## src/rtl/mr_wb_timer.sv

```systemverilog
// Wishbone pipelined machine timer: 64-bit mtime/mtimecmp, prescaler, HI snapshot and
// registered interrupt. Responses come out two edges after acceptance.
module mr_wb_timer #(
  parameter int unsigned XLEN          = 32,
  parameter int unsigned PRESCALE_BITS = 8
) (
  input  logic                  clk_i,
  input  logic                  rst_i,
  input  logic [2:0]            adr_i,
  input  logic [XLEN-1:0]       dat_i,
  output logic [XLEN-1:0]       dat_o,
  input  logic                  we_i,
  input  logic [XLEN/8-1:0]     sel_i,
  input  logic                  stb_i,
  input  logic                  cyc_i,
  output logic                  ack_o,
  output logic                  err_o,
  output logic                  stall_o,
  output logic                  irq_o
);

  localparam int NumBytes = XLEN / 8;
  localparam logic [PRESCALE_BITS-1:0] PcntOne = 1;

  logic [63:0]              mtime_q, mtime_d;
  logic [63:0]              mtimecmp_q, mtimecmp_d;
  logic                     en_q, en_d;
  logic [PRESCALE_BITS-1:0] div_q, div_d;
  logic [PRESCALE_BITS-1:0] pcnt_q, pcnt_d;
  logic [XLEN-1:0]          hi_snap_q, hi_snap_d;
  logic                     pend_q, pend_err_q;
  logic [XLEN-1:0]          pend_dat_q;

  logic                     req, wr, mapped, tick;
  logic [XLEN-1:0]          wmask, ctrl_word, ctrl_new, rd_data;

  assign stall_o = 1'b0;
  assign req     = cyc_i & stb_i;
  assign wr      = req & we_i & (sel_i != '0);
  assign mapped  = (adr_i <= 3'd5);
  assign tick    = en_q & (pcnt_q == div_q);

  function automatic logic [XLEN-1:0] merge(input logic [XLEN-1:0] old_val,
                                            input logic [XLEN-1:0] new_val,
                                            input logic [XLEN-1:0] mask);
    return (old_val & ~mask) | (new_val & mask);
  endfunction

  always_comb begin
    for (int i = 0; i < NumBytes; i++) begin
      wmask[8*i +: 8] = {8{sel_i[i]}};
    end
    ctrl_word = '0;
    ctrl_word[0] = en_q;
    ctrl_word[8 +: PRESCALE_BITS] = div_q;
    ctrl_new = merge(ctrl_word, dat_i, wmask);
    case (adr_i)
      3'd0:    rd_data = mtime_q[31:0];
      3'd1:    rd_data = hi_snap_q;
      3'd2:    rd_data = mtimecmp_q[31:0];
      3'd3:    rd_data = mtimecmp_q[63:32];
      3'd4:    rd_data = ctrl_word;
      3'd5:    rd_data = {{(XLEN-1){1'b0}}, irq_o};
      default: rd_data = '0;
    endcase
  end

  always_comb begin
    mtime_d    = mtime_q;
    mtimecmp_d = mtimecmp_q;
    en_d       = en_q;
    div_d      = div_q;
    hi_snap_d  = hi_snap_q;
    // A bus write to either mtime half suppresses that cycle's increment.
    if (wr && adr_i == 3'd0) begin
      mtime_d[31:0] = merge(mtime_q[31:0], dat_i, wmask);
    end else if (wr && adr_i == 3'd1) begin
      mtime_d[63:32] = merge(mtime_q[63:32], dat_i, wmask);
    end else if (tick) begin
      mtime_d = mtime_q + 64'd1;
    end
    if (req && !we_i && adr_i == 3'd0) begin
      hi_snap_d = mtime_q[63:32];
    end else if (wr && adr_i == 3'd1) begin
      hi_snap_d = merge(mtime_q[63:32], dat_i, wmask);
    end
    if (wr && adr_i == 3'd2) mtimecmp_d[31:0] = merge(mtimecmp_q[31:0], dat_i, wmask);
    if (wr && adr_i == 3'd3) mtimecmp_d[63:32] = merge(mtimecmp_q[63:32], dat_i, wmask);
    if (wr && adr_i == 3'd4) begin
      en_d  = ctrl_new[0];
      div_d = ctrl_new[8 +: PRESCALE_BITS];
    end
    if (wr && adr_i == 3'd4) begin
      pcnt_d = '0;
    end else if (!en_q || pcnt_q == div_q) begin
      pcnt_d = '0;
    end else begin
      pcnt_d = pcnt_q + PcntOne;
    end
  end

  always_ff @(posedge clk_i) begin
    if (rst_i) begin
      mtime_q    <= '0;
      mtimecmp_q <= '1;
      en_q       <= 1'b0;
      div_q      <= '0;
      pcnt_q     <= '0;
      hi_snap_q  <= '0;
      pend_q     <= 1'b0;
      pend_err_q <= 1'b0;
      pend_dat_q <= '0;
      ack_o      <= 1'b0;
      err_o      <= 1'b0;
      dat_o      <= '0;
      irq_o      <= 1'b0;
    end else begin
      mtime_q    <= mtime_d;
      mtimecmp_q <= mtimecmp_d;
      en_q       <= en_d;
      div_q      <= div_d;
      pcnt_q     <= pcnt_d;
      hi_snap_q  <= hi_snap_d;
      pend_q     <= req;
      pend_err_q <= ~mapped;
      pend_dat_q <= (we_i || !mapped) ? '0 : rd_data;
      // A response is only delivered if the initiator still holds cyc_i.
      ack_o      <= pend_q & ~pend_err_q & cyc_i;
      err_o      <= pend_q & pend_err_q & cyc_i;
      dat_o      <= (pend_q && !pend_err_q && cyc_i) ? pend_dat_q : '0;
      irq_o      <= (mtime_q >= mtimecmp_q);
    end
  end

endmodule
```

## config.mk

```make
export PLATFORM = sky130hd
export DESIGN_NAME = mr_wb_timer
export DESIGN_NICKNAME = d
export VERILOG_FILES = /design/src/rtl/mr_wb_timer.sv
export SDC_FILE = /design/constraint.sdc
export NUM_CORES = 1
export LEC_CHECK = 0
export CAP_MARGIN = 5
export CORE_MARGIN = 10
export CORE_UTILIZATION = 60
export CTS_CLUSTER_SIZE = 40
export DETAILED_ROUTE_END_ITERATION = 8
export PLACE_DENSITY_LB_ADDON = 0.2
export SYNTH_ARGS = -nofsm -noshare
export SYNTH_HDL_FRONTEND = slang
export SYNTH_SLANG_ARGS = --single-unit
```

## constraint.sdc

```tcl
create_clock -name clk_i -period 2.75 [get_ports clk_i]
set_input_delay 0.55 -clock clk_i [delete_from_list [all_inputs] [get_ports clk_i]]
set_output_delay 0.55 -clock clk_i [all_outputs]
set_load 0.005 [all_outputs]
```

==> results.ini, run 1 <==
[clock_tree]
cts-htree-levels = 1
cts_tree = yes
cts_sinks = 246
root_buffer = clkbuf_16
clock_path_buffers = 3
path_clk_slew_ns = 0.06
clock_latency_ns = 0.56
numCtsBuffers = 28

[synthesis]
yosys-top-cells-area = dfxtp_1, ha_1, nand2_1
synth_top_area_cell = dfxtp_1
synthCells = 1579
synth_area_per_cell_um2 = 8.24
syn-num-nets = 1689
async_flop_share_pct = 0
synth_ff_type = dfxtp_1
synth_cell_types = 80
synth_edf_count = 0
syn_area_mm2 = 0.0130
synthMostInstantiatedCell = dfxtp_1
synth-seq-cells = 246
yosys_warnings = 0
yosysTopAreaCellShare_pct = 37.8
yosys-top-cells-count = dfxtp_1, nand2_1, nor2_1, a21oi_1, clkbuf_1
synth-seq-area-share_pct = 37.8

[critical_path]
critPathArrivalTime_ns = 3.00
cp_max_fo = 10
end_kind = flop
crit_path_start_kind = flop
crit_type = flop to flop
crit_required_ns = 3.15

[floorplan]
ios = 80
core-area_mm2 = 0.0212
start_util_pct = 61.5
num_rows = 53
die_x_um = 167
die_h_um = 167
die-area_mm2 = 0.0280

[sta]
whs_ns = 0.389
rsz0062_at_grt = no
slew-limit-headroom_pct = 47.2
fin_crit_sh_pct = 94.4
report.final.slew_viol_count = 0
setup_ws_ns = 0.154
period_needed_ns = 2.60
hold_viol = 0
max_freq_ghz = 0.385
clock_skew_ns = 0.0186
setup_viol = 0
worstMarginPinSlew_ns = 0.787

[placement]
gp_congestion = 1.01
io_buffers = 78
post-place-ws_ns = -0.275
hpwl_mm = 37.2

[power]
clkPwrFrac_pct = 49.8
ir_drop_uv = 530
totalPowerFinal_mw = 8.64
p_leak_nw = 6.95
seqPwrFrac_pct = 42.3
power_density_mw_per_mm2 = 526
switchingPower_mw = 2.07
power.internal_mw = 6.57
combPwrFrac_pct = 7.9
sw_frac_of_total_pct = 24.0

[outcome]
violations = DRC
status = finished with violations

[worst_hold_path]
hold_class = input pin to flop

[route]
drc = 4
firstDrtPassIters = 9
wire_per_inst_um = 24.3
antenna_left = 0
avgViaCountPerCell = 6.78
drt-initial-drc-count = 2220
totalWireLength_mm = 50.2
vias = 14000

[flow_run]
cap_violations = 0

[final_layout]
nFillCells = 1531
drive_gt1_share_pct = 16.0
area_growth_pct = 26.2
final_nets = 1881

[global_routing]
antenna_found_initial = 2
grt_max_degree = 65
grt_pass1_vias = 13600
grt_first_pass_wirelength_mm = 77.1
grt_usage_pct = 34.0
grt_overflow_total = 0

-- area by class of cell --
cell class | count | area (um2) | area share, %
Multi-Input combinational cell | 1134 | 7350 | 44.8
Sequential cell | 246 | 4920 | 30.0
Timing Repair Buffer | 278 | 2420 | 14.7
Clock buffer | 37 | 826 | 5.02
Tap cell | 275 | 344 | 2.09
Inverter | 83 | 312 | 1.90
Clock inverter | 15 | 254 | 1.55
Antenna cell | 1 | 2.50 | 0.0152
-- layer usage --
| metal | GRT usage [%] | routed length (um) | vias up |
|---|---|---|---|
| li1 | - | - | 6272 |
| met1 | 42.5 | 18900 | 6551 |
| met2 | 51.1 | 21600 | 1018 |
| met3 | 12.1 | 7140 | 184 |
| met4 | 16.3 | 2600 | 2 |
| met5 | 0 | 12 | - |
-- worst paths after layout --
path	depth (start not counted)	to	from	slack, ns
worst min register to register	1	dat_o[11]	pend_dat_q[11]	0.42
worst max-delay path	8	mtime_q[53]	mtime_q[37]	0.15
worst min-delay path	2	flop	rst_i	0.39
worst max register to register	8	mtime_q[53]	mtime_q[37]	0.15
-- power by group through the flow --
stage | Sequential [mW] | Combinational, mW | Clock (mW)
floorplan | 3.73 | 0.312 | 0
global placement | 3.73 | 0.631 | 0
detailed placement | 3.73 | 0.642 | 0
CTS | 3.65 | 0.649 | 4.30
global route | 3.66 | 0.711 | 4.43
finish | 3.66 | 0.679 | 4.30
-- critical path, cell delays in order (launching register included) --
cell and delay [ns]:
dfxtp_1 0.58, nand4_1 0.33, nor4_2 0.24, buf_4 0.19
nand2_1 0.11, nor4_2 0.28, buf_4 0.22, a311oi_1 0.09
a311oi_1 0.41
-- placed cells by master, fill, tap and decap left out, types with 11 or more instances in the layout --
master	instances
dfxtp_1	246
buf_4	190
nand2_1	155
nor2_1	135
a21oi_1	102
inv_1	82
clkdlybuf4s50_1	77
o211ai_1	72
ha_1	66
o21ai_0	64
a22oi_1	53
and2_1	46
nand3_1	42
nand4_1	35
a222oi_1	34
clkbuf_16	29
nor3_1	28
and3_1	27
mux2i_1	25
a31oi_1	23
a21o_1	18
a311oi_1	14
a32oi_1	13
nor4_1	13
a221oi_1	11
or3_1	11
buf_12	11
-- cell families (layout without fill, tap and decap cells) --
group	Yosys count	in the layout	synth area share, %
compound gates	471	471	25.1
flops	246	246	37.8
simple gates	554	554	21.6
other cells	1	2	0.0288
fa+ha+maj	66	66	6.34
mux	27	27	2.10
xor+xnor	15	15	1.01
buf+inv	199	413	5.96
-- stage by stage --
stage | util (%) | std cells | TNS [ns] | instance area, um2
2_1_floorplan | - | 1579 | 0 | 13000
4_1_cts | 77.6 | 2068 | 0 | 16400
5_1_grt | 77.7 | 2068 | 0 | 16400
3_3_place_gp | 72.5 | 2016 | -6.97 | 15300
6_report | 77.7 | 2069 | 0 | 16400
3_5_place_dp | 72.5 | 2016 | -9.16 | 15300
-- timing repair --
item,in CTS,in global routing
setup buffers,0,0
setup endpoints to repair,0,1
gates resized for setup,0,1
hold buffers,0,0
hold endpoints to repair,0,0
(Power assumes the default switching activity.)
==> run 2, diff against run 1 <==
--- a/config.mk
+++ b/config.mk
@@ -6,8 +6,10 @@
 export NUM_CORES = 1
 export LEC_CHECK = 0
 export CAP_MARGIN = 5
+export CELL_PAD_IN_SITES_DETAIL_PLACEMENT = 1
+export CELL_PAD_IN_SITES_GLOBAL_PLACEMENT = 1
 export CORE_MARGIN = 10
-export CORE_UTILIZATION = 60
+export CORE_UTILIZATION = 45
 export CTS_CLUSTER_SIZE = 40
 export DETAILED_ROUTE_END_ITERATION = 8
 export PLACE_DENSITY_LB_ADDON = 0.2
==> run 2 against run 1 <==
Against the previous run: the run still ends with DRC left; combinational power is 3.1% higher; total power fell by 4.6%; via count barely moved; count of clock-buffer cells in the layout unchanged; die area rose by 29%; sequential share of layout area is 0.18 points lower; core utilization is 20 points lower; register-to-register slack got worse by 0.02 ns; final cell count up 5.5%; fmax fell by 0.91%; first-iteration DRC count down 27%; final area rose by 0.62%; critical path type unchanged; largest power group unchanged.
==> results.ini, run 2 (synthesis gave the netlist of run 1 again) <==
[outcome]
status = finished with violations  ; unchanged
violations = DRC  ; unchanged

[global_routing]
grt_pass1_vias = 14100  ; was 13600
grt_usage_pct = 30.3  ; was 34.0%
antenna_found_initial = 1  ; was 2
grt_overflow_total = 0  ; unchanged
grt_max_degree = 42  ; was 65
grt_first_pass_wirelength_mm = 86.1  ; was 77.1 mm

[floorplan]
die_x_um = 190  ; was 167 um
num_rows = 62  ; was 53
start_util_pct = 45.5  ; was 61.5%
ios = 80  ; unchanged
core-area_mm2 = 0.0286  ; was 0.0212 mm2
die_h_um = 190  ; was 167 um
die-area_mm2 = 0.0361  ; was 0.0280 mm2

[power]
p_leak_nw = 6.95  ; about the same
ir_drop_uv = 414  ; was 530 uV
power_density_mw_per_mm2 = 499  ; was 526 mW/mm2

[placement]
hpwl_mm = 42.1  ; was 37.2 mm
post-place-ws_ns = -0.306  ; was -0.275 ns
dpl_cell_area_mm2 = 0.0156  ; was 0.0153 mm2
io_buffers = 78  ; unchanged
gp_congestion = 0.983  ; was 1.01

[final_layout]
final_nets = 1886  ; was 1881
antennaDiodeCount = 0  ; was 1
fin_util_pct = 57.8  ; was 77.7%
regArea_mm2 = 0.00492  ; unchanged
drive_gt1_share_pct = 16.2  ; was 16.0%
final_cell_area_mm2 = 0.0165  ; was 0.0164 mm2
final_cell_mix = dfxtp_1, buf_4, nand2_1  ; unchanged
multi_input_area_mm2 = 0.00735  ; about the same
area_growth_pct = 27.0  ; was 26.2%
nFillCells = 3375  ; was 1531
final_common_cell = dfxtp_1  ; unchanged

[critical_path]
end_kind = flop  ; unchanged
crit_type = flop to flop  ; unchanged
crit_required_ns = 3.15  ; about the same
crit_path_start_kind = flop  ; unchanged
critPathArrivalTime_ns = 3.02  ; was 3.00 ns
cp_max_fo = 7  ; was 10

[sta]
worstMarginPinSlew_ns = 0.681  ; was 0.787 ns
clock_skew_ns = 0.0132  ; was 0.0186 ns
whs_ns = 0.390  ; was 0.389 ns
hold_viol = 0  ; unchanged
fin_tns_setup_ns = 0  ; unchanged
max_freq_ghz = 0.382  ; was 0.385 GHz
report.final.slew_viol_count = 0  ; unchanged
rsz0062_at_grt = no  ; unchanged
slew-limit-headroom_pct = 54.3  ; was 47.2%
setup_ws_ns = 0.130  ; was 0.154 ns
setup_viol = 0  ; unchanged
fin_crit_sh_pct = 95.3  ; was 94.4%
period_needed_ns = 2.62  ; was 2.60 ns

[route]
totalWireLength_mm = 56.7  ; was 50.2 mm
wire_per_inst_um = 26.0  ; was 24.3 um
antenna_left = 0  ; unchanged
drt-initial-drc-count = 1614  ; was 2220
firstDrtPassIters = 9  ; unchanged
avgViaCountPerCell = 6.42  ; was 6.78
vias = 14000  ; about the same
drc = 8  ; was 4

[clock_tree]
root_buffer = clkbuf_16  ; unchanged
cts_tree = yes  ; unchanged
cts_hold_buffers = 0  ; unchanged
cts_sinks = 246  ; unchanged
post_cts.repair.setup_buffers = 0  ; unchanged
clock_latency_ns = 0.56  ; about the same
ctsResizeCount = 0  ; unchanged
path_clk_slew_ns = 0.07  ; was 0.06 ns
clock_path_buffers = 3  ; unchanged
numCtsBuffers = 28  ; unchanged
cts-htree-levels = 1  ; unchanged

[flow_run]
cap_violations = 0  ; unchanged

[worst_hold_path]
hold_class = input pin to flop  ; unchanged

-- run 2: worst max-delay path: stages, from the launching register on --
cell,delay (ns)
dfxtp_1,0.56
ha_1,0.33
a21oi_1,0.13
o21ai_0,0.14
a221oi_1,0.66
o22ai_1,0.19
a31oi_1,0.30
nand3_1,0.16
-- run 2: layer usage --
metal  GRT usage [%]  share of wire, %  vias to the layer above
met4            11.5               3.9                        0
met2            48.3                45                      724
met3            5.07               9.4                      118
met5               0                 0                        -
li1                -                 -                     6256
met1            40.3                41                     6917
-- run 2: cell type report --
cell class	count	area share [%]
Clock buffer	37	4.93
Timing Repair Buffer	283	15.2
Clock inverter	15	0.802
Inverter	83	1.88
Sequential cell	246	29.8
Multi-Input combinational cell	1134	44.5
Tap cell	384	2.91
-- run 2: per-stage QoR --
stage / instances / power, mW
floorplan: 1579 / 4.04
global route: 2182 / 8.46
finish: 2182 / 8.24
CTS: 2182 / 8.24
global placement: 2130 / 4.39
detailed placement: 2130 / 4.42
-- run 2: where the power goes --
part | switching (mW) | total [mW] | internal [mW]
registers | 0.0461 | 3.66 | 3.62
clock network | 1.62 | 3.88 | 2.26
logic | 0.432 | 0.700 | 0.268
total | 2.10 | 8.24 | 6.15
-- run 2: worst paths after layout --
kind	slack [ns]	startpoint	depth (start not counted)	end
hold / removal	0.39	rst_i	2	hi_snap_q[14]
hold reg to reg	0.43	pend_dat_q[26]	1	dat_o[26]
setup reg to reg	0.13	mtime_q[35]	7	irq_o
setup / recovery	0.13	mtime_q[35]	7	irq_o
